## src/rtl/booth_pkg.sv

```systemverilog
// Shared types and helpers for the radix-4 Booth multiply engine.
package booth_pkg;

  typedef enum logic [1:0] {
    IDLE,
    ITER,
    DONE
  } state_e;

  // Partial-product selection for one radix-4 Booth digit.
  typedef enum logic [2:0] {
    ZERO,
    PM,
    P2M,
    NM,
    N2M
  } booth_sel_e;

  function automatic int BOOTH_ITERS(input int width);
    return width / 2;
  endfunction

  // Digit {q[2k+1], q[2k], q[2k-1]} selects 0, +M, +2M, -2M or -M.
  function automatic booth_sel_e booth_sel(input logic [2:0] digit);
    case (digit)
      3'b001, 3'b010: return PM;
      3'b011:         return P2M;
      3'b100:         return N2M;
      3'b101, 3'b110: return NM;
      default:        return ZERO;
    endcase
  endfunction

endpackage

```

## src/rtl/booth_digit_enc.sv

```systemverilog
// Combinational radix-4 Booth digit encoder: one 3-bit digit and multiplicand
// in, sign-extended double-width partial product out.
module booth_digit_enc
  import booth_pkg::*;
#(
  parameter int WIDTH = 32
) (
  input  logic [2:0]         digit_i,
  input  logic [WIDTH-1:0]   m_i,
  output logic [2*WIDTH-1:0] pp_o
);

  logic [2*WIDTH-1:0] m_ext;

  assign m_ext = {{WIDTH{m_i[WIDTH-1]}}, m_i};

  always_comb begin
    case (booth_sel(digit_i))
      PM:      pp_o = m_ext;
      P2M:     pp_o = m_ext << 1;
      NM:      pp_o = -m_ext;
      N2M:     pp_o = -(m_ext << 1);
      default: pp_o = '0;
    endcase
  end

endmodule

```

## src/rtl/booth_mult_sched.sv

```systemverilog
// Two-requester round-robin front end sharing one iterative radix-4 Booth
// multiplier; one Booth digit is accumulated per clock.
module booth_mult_sched
  import booth_pkg::*;
#(
  parameter int WIDTH = 32
) (
  input  logic               clk,
  input  logic               rst,
  input  logic               req0,
  input  logic               req1,
  input  logic [WIDTH-1:0]   m0,
  input  logic [WIDTH-1:0]   q0,
  input  logic [WIDTH-1:0]   m1,
  input  logic [WIDTH-1:0]   q1,
  output logic               gnt0,
  output logic               gnt1,
  output logic               done0,
  output logic               done1,
  output logic [2*WIDTH-1:0] p,
  output logic               busy
);

  localparam int ITERS = BOOTH_ITERS(WIDTH);
  localparam int CNT_W = $clog2(ITERS);

  state_e             state_q, state_d;
  logic [CNT_W-1:0]   cnt_q, cnt_d;
  logic [WIDTH-1:0]   mreg_q, mreg_d, qreg_q, qreg_d;
  logic [2*WIDTH-1:0] acc_q, acc_d, p_q, p_d;
  logic               last_q, last_d;   // index of the requester granted most recently
  logic               win_q, win_d;     // requester owning the current operation
  logic               gnt0_q, gnt0_d, gnt1_q, gnt1_d;
  logic               done0_q, done0_d, done1_q, done1_d;
  logic               busy_q, busy_d;

  logic               pick1;
  logic [WIDTH:0]     q_ext;
  logic [2:0]         digit;
  logic [2*WIDTH-1:0] pp, acc_sum;

  // Requester 1 wins when alone, or on a tie when requester 0 went last.
  assign pick1   = req1 & (~req0 | ~last_q);
  assign q_ext   = {qreg_q, 1'b0};
  assign digit   = 3'(q_ext >> {cnt_q, 1'b0});
  assign acc_sum = acc_q + (pp << {cnt_q, 1'b0});

  booth_digit_enc #(.WIDTH(WIDTH)) u_enc (
    .digit_i (digit),
    .m_i     (mreg_q),
    .pp_o    (pp)
  );

  // NOTE: every variable gets its default before the case so no path leaves
  // one unassigned, which is what keeps this block from inferring latches.
  always_comb begin
    state_d = state_q;
    cnt_d   = cnt_q;
    mreg_d  = mreg_q;
    qreg_d  = qreg_q;
    acc_d   = acc_q;
    p_d     = p_q;
    last_d  = last_q;
    win_d   = win_q;
    busy_d  = busy_q;
    gnt0_d  = 1'b0;
    gnt1_d  = 1'b0;
    done0_d = 1'b0;
    done1_d = 1'b0;
    case (state_q)
      IDLE: begin
        if (req0 | req1) begin
          win_d   = pick1;
          mreg_d  = pick1 ? m1 : m0;
          qreg_d  = pick1 ? q1 : q0;
          acc_d   = '0;
          cnt_d   = '0;
          gnt0_d  = ~pick1;
          gnt1_d  = pick1;
          busy_d  = 1'b1;
          state_d = ITER;
        end
      end
      ITER: begin
        acc_d = acc_sum;
        cnt_d = cnt_q + CNT_W'(1);
        // The final digit lands straight in p so done and p share a cycle.
        if (cnt_q == CNT_W'(ITERS - 1)) begin
          p_d     = acc_sum;
          done0_d = ~win_q;
          done1_d = win_q;
          state_d = DONE;
        end
      end
      DONE: begin
        last_d  = win_q;
        busy_d  = 1'b0;
        state_d = IDLE;
      end
      default: state_d = IDLE;
    endcase
  end

  // NOTE: sequential state uses non-blocking assignments so every register
  // samples the pre-edge values regardless of statement order.
  always_ff @(posedge clk) begin
    if (rst) begin
      state_q <= IDLE;
      cnt_q   <= '0;
      acc_q   <= '0;
      p_q     <= '0;
      last_q  <= 1'b1;
      win_q   <= 1'b0;
      busy_q  <= 1'b0;
      gnt0_q  <= 1'b0;
      gnt1_q  <= 1'b0;
      done0_q <= 1'b0;
      done1_q <= 1'b0;
    end else begin
      state_q <= state_d;
      cnt_q   <= cnt_d;
      acc_q   <= acc_d;
      p_q     <= p_d;
      last_q  <= last_d;
      win_q   <= win_d;
      busy_q  <= busy_d;
      gnt0_q  <= gnt0_d;
      gnt1_q  <= gnt1_d;
      done0_q <= done0_d;
      done1_q <= done1_d;
    end
  end

  // NOTE: operand registers are always loaded at grant before they are read,
  // so they carry no reset.
  always_ff @(posedge clk) begin
    mreg_q <= mreg_d;
    qreg_q <= qreg_d;
  end

  assign gnt0  = gnt0_q;
  assign gnt1  = gnt1_q;
  assign done0 = done0_q;
  assign done1 = done1_q;
  assign p     = p_q;
  assign busy  = busy_q;

endmodule

```

## config.mk

```make
export PLATFORM = sky130hd
export DESIGN_NAME = booth_mult_sched
export DESIGN_NICKNAME = d
export VERILOG_FILES = /design/src/rtl/booth_pkg.sv /design/src/rtl/booth_digit_enc.sv /design/src/rtl/booth_mult_sched.sv
export SDC_FILE = /design/constraint.sdc
export NUM_CORES = 1
export LEC_CHECK = 0
export CORE_UTILIZATION = 59
export CTS_BUF_LIST = sky130_fd_sc_hd__clkbuf_4
export DETAILED_ROUTE_END_ITERATION = 10
export PLACE_DENSITY = 0.84
export SLEW_MARGIN = 20
export SYNTH_ARGS = -nofsm -noshare
export SYNTH_HDL_FRONTEND = slang
export SYNTH_HIERARCHICAL = 1
export SYNTH_SLANG_ARGS = --single-unit
```

## constraint.sdc

```tcl
create_clock -name clk -period 9.64 [get_ports clk]
set_input_delay 1.446 -clock clk [delete_from_list [all_inputs] [get_ports clk]]
set_output_delay 1.446 -clock clk [all_outputs]
set_load 0.02 [all_outputs]
```

**Word level (Yosys, flattened, before mapping)**

Index checks and enable logic that the tools add are counted.

- Output and inout port bits: 69
- Input bits: 132
- Logic and storage cells: 70
- Register bits after elaboration: 205

- Add/subtract/negate cells: 4
- Reduce and logical (&&, ||, !) cells: 12
- Mux-type cells: 13
- Equality and inequality tests: 15
- Shift operators: 2
- Bitwise logic cells: 11

Operators with widths:

| operator | number |
|---|---|
| 64-bit one-hot mux with 4 select lines | 1 |
| 64-bit negation | 2 |
| 64-bit one-hot mux with 2 select lines | 1 |
| 64-bit adder | 1 |
| 32-bit 2-to-1 mux | 2 |
| 64-bit 2-to-1 mux | 1 |
| 64-bit by 5-bit << shifter with 64-bit output | 1 |
| 33-bit by 5-bit right shift with 3-bit output | 1 |
| 3-bit by 2-bit == test with 1-bit output, second input constant | 4 |
| 3-bit == test, second input constant | 4 |
| 3-bit one-hot mux with 4 select lines | 1 |
| 2-bit AND reduction | 5 |
| 1-bit NOT | 8 |
| 4-bit one-hot mux with 2 select lines | 1 |
| 3-bit by 1-bit == test with 1-bit output, second input constant | 2 |
| 3-bit OR reduction | 2 |
| 4-bit by 1-bit adder with 4-bit output, second input constant | 1 |
| 4-bit == test, second input constant | 1 |
| 2-bit 2-to-1 mux | 2 |
| 4-bit 2-to-1 mux | 1 |
| 2-bit inequality test, second input constant | 2 |
| 2-bit one-hot mux with 2 select lines | 1 |
| 2-bit nonzero test | 2 |
| 2-bit OR reduction | 2 |
| other kinds (7) | 8 |

**Logic depth before layout (Yosys ltp)**

- Word-level depth: 9
- Mapped depth: 35
- Mapped depth without buffers: 29

**Cells and area by module**

The synthesis kept the hierarchy.

By module, submodules not included:

| module | area each (um^2) | cells each | sequential area each (um^2) | instances |
|---|---|---|---|---|
| booth_mult_sched | 14244.9 | 1597 | 4744.6 | 1 |
| booth_digit_enc | 2336.0 | 370 | 0.0 | 1 |

**Least setup slack after synthesis**

No wires, ideal clock.

- Path type: reg-to-reg
- From: reg cnt_q[0]
- To: reg p_q[57] (netlist: p[57])
- Buffers on the path: 7
- Setup time: 0.062 ns
- Clock period less this slack: 6.906 ns
- Slack: 2.734 ns
- Stages on the path, launching flop included: 30
- Arrival time: 6.844 ns
- Data required time: 9.578 ns
- Cell sequence: dfxtp_1 -> clkbuf_1 -> clkbuf_1 -> clkbuf_1 -> buf_1 -> mux2i_1 -> nand3_1 -> o2111ai_1 -> o21ai_0 -> clkbuf_1 -> inv_1 -> clkbuf_1 -> nor2_1 -> a31oi_1 -> clkbuf_1 -> o31ai_1 -> mux4_2 -> mux4_2 -> ha_1 -> a21oi_1 -> o21ai_1 -> nor2_1 -> o2111ai_1 -> a311oi_2 -> nor3_4 -> a31oi_4 -> a31oi_4 -> a41oi_2 -> or4_1 -> nand3_1

- Word-level cells in the longest chain between the ends: 8
- Elaborated cells between the ends (all ways): 19
- Classes of those cells: add/sub: 1; eq/ne: 11; shift: 2; mux: 2; reduce/logical: 3

Ends and longest elaborated chain:

| what | line | source |
|---|---|---|
| start: declaration | booth_mult_sched.sv:28 | `logic [CNT_W-1:0] cnt_q, cnt_d;` |
| start signal: assignment | booth_mult_sched.sv:121 | `cnt_q <= cnt_d;` |
| 33-bit by 5-bit right shift with 3-bit output * | booth_mult_sched.sv:45 | `assign digit = 3'(q_ext >> {cnt_q, 1'b0});` |
| via digit[2] | booth_mult_sched.sv:39 | `logic [2:0] digit;` |
| 3-bit == test, or another cell as far along | booth_pkg.sv:25 | `case (digit)` |
| 2-bit OR reduction | booth_pkg.sv:25 |  |
| 3-bit one-hot mux with 4 select lines * | booth_pkg.sv:25 |  |
| 3-bit == test, or another cell as far along | booth_digit_enc.sv:18 | `case (booth_sel(digit_i))` |
| 64-bit one-hot mux with 4 select lines * | booth_digit_enc.sv:18 |  |
| via pp[34] | booth_mult_sched.sv:40 | `logic [2*WIDTH-1:0] pp, acc_sum;` |
| 64-bit by 5-bit << shifter with 64-bit output * | booth_mult_sched.sv:46 | `assign acc_sum = acc_q + (pp << {cnt_q, 1'b0});` |
| 64-bit adder * | booth_mult_sched.sv:46 |  |
| end signal: assignment | booth_mult_sched.sv:123 | `p_q <= p_d;` |
| end: declaration | booth_mult_sched.sv:30 | `logic [2*WIDTH-1:0] acc_q, acc_d, p_q, p_d;` |

Mark *: on every way through the listed nets, which the timed path passes. The rest lies on a longest branch.
A chain may end at the register's enable or synchronous reset.

**Worst setup path after layout**

- From: reg cnt_q[0]
- To: reg p_q[62] (netlist: p[62])

Same word-level chain as after synthesis.

==> results.rst <==
.. list-table::
   :header-rows: 1

   * - Metric
     - Value
   * - Final-layout fill cell count
     - approximately 2300
   * - Number of setup buffers added after CTS
     - 0
   * - Result of the run
     - complete, no violations
   * - Syn Area/Cell
     - 8.43 um2
   * - CP required
     - 10.28 ns
   * - Critical path type
     - reg -> reg
   * - Part of the total power dissipated in combinational logic
     - between 40% and 50%
   * - Post-route DRC violation count
     - 0
   * - Worst voltage drop across the vdd grid
     - ~0.00009 V
   * - DR iter-0 viols
     - roughly 1600
   * - Insertion delay of the later-clocked pin in the worst-skew pair
     - ~0.75 ns
   * - GR Util All Layers
     - approximately a third
   * - Boundary Pins
     - 201
   * - Leftover overflow at the end of global routing
     - 0
   * - Area enclosed by the die boundary
     - roughly 29000 um2
   * - Fraction of synthesis flops using an asynchronous set or reset pin
     - 0%
   * - Maximum clock insertion buffer count
     - 3
   * - Number of antenna violations at the first check in global routing
     - 1
   * - Via density
     - roughly 6.4
   * - Setup repair after global routing missed its margin
     - false
   * - Predominant post-synthesis flop cell
     - sky130_fd_sc_hd__dfxtp_1
   * - Nets
     - between 2000 and 2500
   * - Slew margin rel.
     - 26.4%
   * - Minimum setup slack among reg-to-reg paths
     - roughly 1.4 ns
   * - Switch share
     - ~42%
   * - Share of post-route cells with drive strength above 1
     - 13.3%
   * - Number of iterations in the first detailed-routing pass
     - 5
   * - Number of setup violations in the final report
     - 0
   * - Post-DRT Antenna Nets
     - 0
   * - Critical Path Start Type
     - flop
   * - Share of the yosys chip area belonging to registers
     - 28.6%
   * - Pre-CTS setup slack
     - 1.23 ns
   * - Synth Cell Area
     - roughly 17000 um2
   * - Die outline height
     - between 150 and 200 um
   * - TritonCTS buffer count
     - 53
   * - H-tree Lvls
     - 2
   * - Post-CTS Hold Buffers
     - 0
   * - Portion of total power attributed to the clock network
     - between 20% and 30%
   * - Number of standard cells after synthesis
     - between 1500 and 2000
   * - Final worst-path cycle share
     - 85.3%
   * - Data arrival time of the critical path
     - 8.86 ns
   * - Ys Warns
     - 6
   * - P per Cell Area
     - roughly 180 nW/um2
   * - Final slew viol count
     - 0
   * - Master cell of the clock root buffer
     - sky130_fd_sc_hd__clkbuf_4
   * - Routed wire length per instance
     - about 19 um
   * - CP Capture Type
     - flop
   * - Critical path fanouts, max
     - 84
   * - Vias post-DR
     - approximately 16000
   * - Hold slack
     - approximately 0.45 ns
   * - Synthesized Nets
     - roughly 2200
   * - Skew final
     - ~0.082 ns
   * - Clock-pin slew reported for the worst setup and hold paths after clock tree synthesis
     - approximately 0.070 ns
   * - Final TNS setup
     - 0 ns
   * - Initial core utilization
     - about three fifths
   * - Final hold violation count
     - 0
   * - Time the final worst path needs with I/O delays and setup
     - 8.23 ns
   * - Horizontal extent of the die
     - 170 um
   * - CTS Sinks
     - between 200 and 250
   * - Vias in the first global route
     - about 15000
   * - Count of cells resized by post-cts repair
     - 0
   * - Cell row count
     - 61
   * - CTS tree
     - done
   * - Maximum achievable frequency
     - between 100 and 150 MHz
   * - Port Buffers
     - 200
   * - Net Sw Power
     - ~1400 uW
   * - Pin count of the biggest net entering global routing
     - a little under 90
   * - Slew at the pin closest to its max-slew limit
     - approximately 1.1 ns
   * - Global-route wire length before repair
     - 77400 um
   * - Number of violations of the max-capacitance limit
     - 0
   * - Cell-internal power
     - 1970 uW
   * - Placeable core area
     - approximately 28000 um2
   * - Share of total power in sequential cells
     - 30.4%
   * - Worst Setup Slack, final
     - around 1.4 ns
   * - Area growth, synth to finish
     - 15.7%
   * - Synth cell types
     - 91
   * - Routed wire length
     - roughly 48000 um
   * - Seq cells post-synth
     - about 210
   * - Leakage Power
     - 0.00705 uW
   * - Final HPWL DP
     - 36200 um
   * - Hold Crit Class
     - reg -> reg
   * - Gpl congestion
     - roughly 0.99
   * - EDFF count, synth
     - 64
## state kept, by name, indices dropped and copies added (netlist names)
signal   count
done0        1
cnt_q        4
gnt1         1
busy         1
mreg_q      32
state_q      2
last_q       1
done1        1
qreg_q      32
acc_q       64
p           64
win_q        1
gnt0         1
## worst max-delay path, cell delays in order, from the launching register on
cell,delay [ns]
sky130_fd_sc_hd__dfxtp_4,1.03
sky130_fd_sc_hd__mux4_2,0.61
sky130_fd_sc_hd__mux4_2,0.85
sky130_fd_sc_hd__nor2_1,0.53
sky130_fd_sc_hd__nor3_1,0.23
sky130_fd_sc_hd__a31oi_2,0.58
sky130_fd_sc_hd__o31ai_1,0.23
sky130_fd_sc_hd__mux2_2,0.33
sky130_fd_sc_hd__o21ai_0,0.28
sky130_fd_sc_hd__o21ai_0,0.26
sky130_fd_sc_hd__nor2_1,0.16
sky130_fd_sc_hd__a21oi_1,0.10
sky130_fd_sc_hd__ha_1,0.51
sky130_fd_sc_hd__nand4_1,0.19
sky130_fd_sc_hd__nor4_1,0.68
sky130_fd_sc_hd__a221oi_2,0.11
sky130_fd_sc_hd__o211ai_1,0.20
sky130_fd_sc_hd__a221oi_1,0.13
sky130_fd_sc_hd__o21a_2,0.18
sky130_fd_sc_hd__o21bai_1,0.27
sky130_fd_sc_hd__a311oi_2,0.16
sky130_fd_sc_hd__xnor2_1,0.22
sky130_fd_sc_hd__nand2_1,0.08
sky130_fd_sc_hd__a21oi_1,0.15
## power groups by stage
| stage | clock network (uW) | registers (uW) | logic, uW |
|---|---|---|---|
| final | 736 | 1030 | 1630 |
| after global routing | 794 | 1040 | 1760 |
| after CTS | 748 | 1040 | 1600 |
| after detailed placement | 0 | 1050 | 1590 |
| after global placement | 0 | 1050 | 1570 |
| after floorplan | 0 | 1010 | 1230 |
## per-layer routing
metal	global-route usage, %	vias to the layer above	part of all wire, %
met2	56.1	722	47
met5	0	-	0
li1	-	7569	-
met1	43.2	7385	42
met3	4.90	130	7.0
met4	13.2	0	3.8
## cell families after synthesis
family	synth area share, %
AO/OA/AOI/OAI	24.6
XOR/XNOR	4.49
flip-flops	28.6
AND/OR/NAND/NOR	18.0
buffers and inverters	4.92
adder cells (fa/ha/maj)	5.10
multiplexers	14.3
## metrics by stage
stage          instances  util [%]  power (uW)  cell area (um2)
2_1_floorplan       1967         -        2240            16600
3_3_place_gp        2394      66.8        2630            18500
3_5_place_dp        2394      66.8        2640            18500
4_1_cts             2483      69.1        3380            19100
5_1_grt             2485      69.2        3600            19200
6_report            2485      69.2        3410            19200
## placed cells by master (no fill, tap or decap), drive strengths merged, types with 31 or more instances in the layout
cell type | netlist | final
xnor2 | 53 | 53
nor3 | 31 | 31
xor2 | 32 | 32
mux4 | 39 | 39
a211oi | 33 | 33
clkbuf | 115 | 75
ha | 66 | 66
a21oi | 201 | 201
a21o | 33 | 33
mux2i | 62 | 62
nor2 | 157 | 157
nand3 | 38 | 38
o21ai | 91 | 91
a22oi | 34 | 34
o31ai | 33 | 33
dfxtp | 141 | 141
mux2 | 78 | 78
clkdlybuf4s50 | 0 | 199
nand2 | 240 | 240
edfxtp | 64 | 64
## synth_stat cells (all sizes together) (32+ instances only)
master,count,area share (%)
a211oi,33,1.6
a21o,33,1.5
clkbuf,115,2.6
mux2i,62,3.7
mux2,78,5.3
o31ai,33,1.5
edfxtp,64,12
nand3,38,1.1
a22oi,34,1.5
xor2,32,1.7
mux4,39,5.3
ha,66,5.0
nor2,157,3.6
nand2,240,5.4
a21oi,201,6.2
xnor2,53,2.8
o21ai,91,2.8
dfxtp,141,17
buf,52,1.6
## final timing paths
| check | from | to | cells past startpoint |
|---|---|---|---|
| worst min register to register | p[37]$_SDFFE_PP0P_ | p[37]$_SDFFE_PP0P_ | 2 |
| worst min-delay path | p[37]$_SDFFE_PP0P_ | p[37]$_SDFFE_PP0P_ | 2 |
| worst max-delay path | cnt_q[0]$_SDFFE_PP0P_ | p[62]$_SDFFE_PP0P_ | 23 |
| worst max register to register | cnt_q[0]$_SDFFE_PP0P_ | p[62]$_SDFFE_PP0P_ | 23 |
## cell type report
class                   count  area [um2]  share of cell area, %
multi-input cells        1566       11100                   57.7
flip-flops and latches    205        4750                   24.8
repair buffers            217        2130                   11.1
clock buffers              75         563                   2.94
well taps                 378         473                   2.47
inverters                  29         109                  0.567
clock inverters            14        72.6                  0.378
diodes                      1        2.50                 0.0130
Power figures use the tool's default switching activity.
